## src/rtl/pulse_stretcher_pkg.sv

```systemverilog
// Shared types and sizing helpers for the pulse stretcher.
package pulse_stretcher_pkg;

    typedef enum logic [1:0] {
        IDLE = 2'd0,
        HIGH = 2'd1,
        GAP  = 2'd2
    } state_t;

    localparam int unsigned HIGH_CYCLES_DEF = 12_500_000;
    localparam int unsigned LOW_CYCLES_DEF  = 12_500_000;

    // Enough bits to hold the larger of the two phase lengths.
    function automatic int unsigned timer_w(input int unsigned hi, input int unsigned lo);
        int unsigned m;
        m = (hi > lo) ? hi : lo;
        return $clog2(m + 1);
    endfunction

endpackage

```

## src/rtl/pulse_stretcher_cycle_timer.sv

```systemverilog
// Loadable down-counter that stops at zero; load has priority over decrement.
module cycle_timer #(
    parameter int unsigned W = 8
) (
    input  logic         clk_i,
    input  logic         rst_ni,
    input  logic         load_i,
    input  logic [W-1:0] load_val_i,
    input  logic         en_i,
    output logic         zero_o
);

    logic [W-1:0] cnt_q, cnt_d;

    always_comb begin
        cnt_d = cnt_q;
        if (load_i)
            cnt_d = load_val_i;
        else if (en_i && cnt_q != '0)
            cnt_d = cnt_q - 1'b1;
    end

    always_ff @(posedge clk_i or negedge rst_ni) begin
        if (!rst_ni) cnt_q <= '0;
        else         cnt_q <= cnt_d;
    end

    assign zero_o = (cnt_q == '0);

endmodule

```

## src/rtl/pulse_stretcher.sv

```systemverilog
// Stretches single-cycle events into fixed-width level pulses with a queued replay.
// Build option PULSE_STRETCHER_EDGE_EN: count only rising edges of Pi (one extra cycle of latency).
module pulse_stretcher
    import pulse_stretcher_pkg::*;
#(
    parameter int unsigned HIGH_CYCLES = HIGH_CYCLES_DEF,
    parameter int unsigned LOW_CYCLES  = LOW_CYCLES_DEF,
    parameter int unsigned PEND_W      = 4
) (
    input  logic              Clk,
    input  logic              ResetN,
    input  logic              Pi,
    output logic              Lo,
    output logic              Busy,
    output logic [PEND_W-1:0] Pending,
    output logic              Overflow
);

    localparam int unsigned       TW       = timer_w(HIGH_CYCLES, LOW_CYCLES);
    localparam logic [PEND_W-1:0] PEND_MAX = '1;
    localparam logic [TW-1:0]     HIGH_LD  = TW'(HIGH_CYCLES - 1);
    localparam logic [TW-1:0]     LOW_LD   = TW'(LOW_CYCLES - 1);

    state_t            state_q, state_d;
    logic              lo_q, lo_d, busy_q, busy_d, ovf_q, ovf_d;
    logic [PEND_W-1:0] pend_q, pend_d;
    logic              pend_inc, pend_dec;
    logic              tmr_load, tmr_en, tmr_zero;
    logic [TW-1:0]     tmr_val;
    logic              ev;

`ifdef PULSE_STRETCHER_EDGE_EN
    logic pi_q, ev_q;

    always_ff @(posedge Clk or negedge ResetN) begin
        if (!ResetN) begin
            pi_q <= 1'b0;
            ev_q <= 1'b0;
        end else begin
            pi_q <= Pi;
            ev_q <= Pi & ~pi_q;
        end
    end

    assign ev = ev_q;
`else
    assign ev = Pi;
`endif

    cycle_timer #(.W(TW)) u_timer (
        .clk_i      (Clk),
        .rst_ni     (ResetN),
        .load_i     (tmr_load),
        .load_val_i (tmr_val),
        .en_i       (tmr_en),
        .zero_o     (tmr_zero)
    );

    always_comb begin
        state_d  = state_q;
        tmr_load = 1'b0;
        tmr_val  = HIGH_LD;
        tmr_en   = 1'b0;
        pend_inc = 1'b0;
        pend_dec = 1'b0;
        case (state_q)
            IDLE: begin
                if (ev) begin
                    state_d  = HIGH;
                    tmr_load = 1'b1;
                end
            end
            HIGH: begin
                pend_inc = ev;
                if (tmr_zero) begin
                    state_d  = GAP;
                    tmr_load = 1'b1;
                    tmr_val  = LOW_LD;
                end else begin
                    tmr_en = 1'b1;
                end
            end
            GAP: begin
                pend_inc = ev;
                // An event landing on the expiry edge is queued and consumed at once.
                if (tmr_zero) begin
                    if (pend_q != '0 || ev) begin
                        state_d  = HIGH;
                        tmr_load = 1'b1;
                        pend_dec = 1'b1;
                    end else begin
                        state_d = IDLE;
                    end
                end else begin
                    tmr_en = 1'b1;
                end
            end
            default: state_d = IDLE;
        endcase
    end

    always_comb begin
        pend_d = pend_q;
        ovf_d  = 1'b0;
        if (pend_inc && !pend_dec) begin
            if (pend_q == PEND_MAX) ovf_d  = 1'b1;
            else                    pend_d = pend_q + 1'b1;
        end else if (pend_dec && !pend_inc) begin
            if (pend_q != '0) pend_d = pend_q - 1'b1;
        end
        lo_d   = (state_d == HIGH);
        busy_d = (state_d != IDLE);
    end

    always_ff @(posedge Clk or negedge ResetN) begin
        if (!ResetN) begin
            state_q <= IDLE;
            lo_q    <= 1'b0;
            busy_q  <= 1'b0;
            ovf_q   <= 1'b0;
            pend_q  <= '0;
        end else begin
            state_q <= state_d;
            lo_q    <= lo_d;
            busy_q  <= busy_d;
            ovf_q   <= ovf_d;
            pend_q  <= pend_d;
        end
    end

    assign Lo       = lo_q;
    assign Busy     = busy_q;
    assign Overflow = ovf_q;
    assign Pending  = pend_q;

endmodule

```

## config.mk

```make
export PLATFORM = sky130hd
export DESIGN_NAME = pulse_stretcher
export DESIGN_NICKNAME = d
export VERILOG_FILES = /design/src/rtl/pulse_stretcher_pkg.sv /design/src/rtl/pulse_stretcher_cycle_timer.sv /design/src/rtl/pulse_stretcher.sv
export SDC_FILE = /design/constraint.sdc
export NUM_CORES = 1
export LEC_CHECK = 0
export ABC_AREA = 1
export BUFFER_PORTS_ARGS = -buffer_cell sky130_fd_sc_hd__buf_4
export CAP_MARGIN = 20
export CORE_ASPECT_RATIO = 0.5
export CORE_MARGIN = 2
export CORE_UTILIZATION = 31
export CTS_CLUSTER_DIAMETER = 40
export DETAILED_ROUTE_END_ITERATION = 8
export MAX_ROUTING_LAYER = met4
export PLACE_DENSITY = 0.46
export SYNTH_ARGS = -nofsm -noshare
export SYNTH_HDL_FRONTEND = slang
export SYNTH_HIERARCHICAL = 1
export SYNTH_SLANG_ARGS = --single-unit
```

## constraint.sdc

```tcl
create_clock -name Clk -period 2.9 [get_ports Clk]
set_clock_uncertainty 0.2 [all_clocks]
set_input_delay 0.435 -clock Clk [delete_from_list [all_inputs] [get_ports Clk]]
set_output_delay 0.435 -clock Clk [all_outputs]
set_load 0.02 [all_outputs]
```

==> key figures <==
Status
  • Status: finished, final reports clean

Routing
  • Highest Signal Layer: met4
  • Met3 wire len: 259 µm
  • Routed WL: just under 6 mm
  • Via density: around 4.5
  • Remaining antenna violation count: 0
  • DR pass1 iterations: 4
  • # DRC: 0
  • M1 wire length: just over 3 mm
  • Met2 WL: 2.57 mm
  • Via count: 2299
  • DR iter-0 viols: 143
  • Drt wl/cell: around 12 µm

STA
  • Final period utilization: roughly nine tenths
  • Slew HR: 32.1%
  • RSZ-0062 raised after global routing: false
  • PnR worst setup slack: 0.289 ns
  • Upper clock frequency limit: 383 MHz
  • Setup violators final: 0
  • Fin Setup TNS: 0 ns
  • Max Slew Vio Count: 0
  • Min Hold Slack: 0.357 ns
  • Slew @ Worst Pin: 1.02 ns
  • Fin. Hold Viols: 0
  • Tmin final: 2.61 ns

Synth
  • Post-synthesis cell type count: 29
  • Synth Register Bits: 33
  • Mapped cell area: approximately 2500 µm²
  • Mapped Cells: approximately 370
  • Post-synth ARST share: 100%
  • EDFF count, synth: 0
  • Avg Inst Size Synth: ~6.6 µm²
  • Sequential share of the synthesized area: 33.5%
  • Total of warnings raised by yosys: 6
  • Synth Flop Type: dfrtp_1

Pwr
  • Clock network power share: about 18%
  • Sequential share of power: 29.6%
  • Leak: 1.48 nW
  • Switching share of power: a little under 50%
  • Total power: 0.00315 W
  • Max VDD drop: between 0.6 and 0.7 mV
  • Logic pwr share: 52.5%
  • Pwr/cell area: 1090 nW/µm²
  • P_int: 0.00164 W
  • Switching power: 0.00152 W

Floorplan
  • Die ar.: roughly 8700 µm²
  • Overall die width: roughly 130 µm
  • I/O pin count: 10
  • Starting Density: 32.8%
  • CORE AREA: between 7000 and 8000 µm²
  • Die Y: between 60 and 70 µm
  • Row Count: 22

Worst setup path
  • Crit-path cells: inv_2 -> ha_1 -> inv_1 -> nor2_1 -> nand2_1 -> nor2_2 -> nand3_2 -> inv_2 -> nand2_1 -> inv_1 -> nand2_2 -> ha_1 -> inv_2 -> ha_1 -> a21oi_2 -> nand2_1 -> nand2_1 -> nand2_1 -> nand2_1 -> nand2_1
  • Worst EP required: 2.88 ns
  • Crit path from: u_timer/cnt_q[0]
  • WS Path Type: reg -> reg
  • CP top delay family: simple AND/OR/NAND/NOR gates
  • Cell count along the critical path: 20
  • CP peak stage delay: between 0.3 and 0.4 ns
  • Worst EP arrival: 2.59 ns
  • Crit-path max FO: 5
  • Worst path most repeated cell: nand2_1
  • CP Capture Point: Pending[3]
  • Slowest stage cell, crit path: dfrtp_1
  • Reg2Reg Depth: 20
  • FF-to-FF Start: u_timer/cnt_q[0]
  • Critical path buffer and inverter count: 5
  • Reg2Reg Setup Slack: 0.29 ns
  • Critical path endpoint category: flip-flop
  • Worst setup SP type: flip-flop
  • Worst R2R End: Pending[3]

Place
  • Place WS: 0.123 ns
  • Port Buffers: 9
  • Detail Placement HPWL: 4.39 mm
  • Area post-placement: 2720 µm²
  • GPL Wtd Cong: 0.876

Layout
  • Final Cell Area: 2890 µm²
  • Layout area overhead: 17.3%
  • Leading cell types in the layout, fill and taps excluded: nand2_1 (131), nand3_1 (53), nor2_1 (41)
  • Final nets: 418
  • Commonest non-fill, non-tap cell in the layout: nand2_1
  • Layout cell share with drive strength beyond 1: a little under an eighth
  • Antenna Cells: 0

Clock network
  • H-tree depth: 2
  • CTS root buf: clkbuf_16
  • CTS tree: done
  • Buffer count from post-CTS setup fixing: 0
  • Clk buf depth: 2
  • Cts bufs inserted: 5
  • CTS sink cnt: 33
  • Clock-pin slew on the worst setup and hold paths: approximately 0.050 ns
  • Clock latency on the worst-skew pair: between 0.2 and 0.3 ns

Worst hold path
  • HP Class: reg -> reg
  • Hold path startpoint: u_timer/cnt_q[1]

Global route
  • Tot GR Track Use: 16.6%
  • Vias in the first global route: 2317
  • Global-route wire length before repair: 10.8 mm
  • Total grt overflow: 0
  • Pin count of the biggest net entering global routing: 34
  • Initial antenna violation count: 0

Flow run
  • MaxCap Viol Count: 0
-- cell usage after synthesis, types with 2 or more instances --
| cell | instances | share of area [%] |
|---|---|---|
| nand4_1 | 6 | 1.5 |
| o21ai_0 | 10 | 2.0 |
| ha_1 | 9 | 4.6 |
| inv_1 | 38 | 5.8 |
| a21oi_1 | 3 | 0.61 |
| buf_6 | 3 | 1.4 |
| clkbuf_1 | 3 | 0.46 |
| inv_2 | 2 | 0.30 |
| nand2_1 | 131 | 20 |
| nor2_2 | 5 | 1.3 |
| xnor2_1 | 10 | 3.6 |
| dfrtp_1 | 33 | 34 |
| nand2_2 | 3 | 0.76 |
| o21ai_2 | 5 | 1.8 |
| nand3_2 | 3 | 1.2 |
| nand3_1 | 53 | 11 |
| nor2_1 | 42 | 6.4 |
| conb_1 | 2 | 0.30 |
-- layer usage --
layer | GRT usage (%) | vias up
met5 | - | -
met4 | 4.70 | 0
met3 | 4.10 | 3
met2 | 26.1 | 40
met1 | 21.3 | 1043
li1 | - | 1213
-- power by group through the flow --
stage                     combinational (W)  sequential [W]  clock (W)
after floorplan                     0.00128        0.000918          0
after global placement              0.00163        0.000936          0
after detailed placement            0.00166        0.000936          0
after CTS                           0.00166        0.000935   0.000578
after global routing                0.00193        0.000976   0.000598
final                               0.00166        0.000932   0.000566
-- worst min-delay path by stage --
stage / slack [ns] / cells past startpoint / to
after floorplan: -0.06 / 0 / Busy
after global placement: 0.21 / 1 / Pending[0]
after detailed placement: 0.22 / 1 / Pending[2]
after CTS: 0.38 / 2 / u_timer/cnt_q[1]
after global routing: 0.40 / 2 / u_timer/cnt_q[1]
final: 0.36 / 2 / u_timer/cnt_q[1]
-- tightest hold or removal path: stages, from the launching register on --
cell	delay [ns]
dfrtp_1	0.38
inv_2	0.08
o21ai_2	0.06
-- area by class of cell --
class,instances,area (µm²)
Fill cell,801,4620
Multi-Input combinational cell,312,1520
Sequential cell,33,826
Clock buffer,7,153
Inverter,40,150
Tap cell,108,135
Timing Repair Buffer,13,100
Clock inverter,1,5.00
-- per-stage QoR --
| stage | cells | utilization, % |
|---|---|---|
| finish | 514 | 38.5 |
| global route | 514 | 38.5 |
| CTS | 514 | 38.4 |
| global placement | 505 | 36.2 |
| floorplan | 394 | - |
| detailed placement | 505 | 36.2 |
-- registers in the layout (all words and copies together) (netlist names) --
signal         flops
Busy               1
u_timer/cnt_q     24
state_q            2
Pending            4
Lo                 1
Overflow           1
-- cells by family after synthesis --
family | count (synthesis) | synth area share, %
DFF | 33 | 33.5
other | 2 | 0.305
buffers and inverters | 49 | 8.58
AOI/OAI and AO/OA | 20 | 4.97
adders and majority gates | 10 | 5.38
xor gates and xnor gates | 11 | 3.91
and+or+nand+nor | 247 | 43.4
-- timing repair --
action | 4_1_cts | 5_1_grt
gates resized for setup | 0 | 6
hold buffers | 1 | 0
setup endpoints to repair | 0 | 4
hold endpoints to repair | 33 | 0
(Power assumes the default switching activity.)
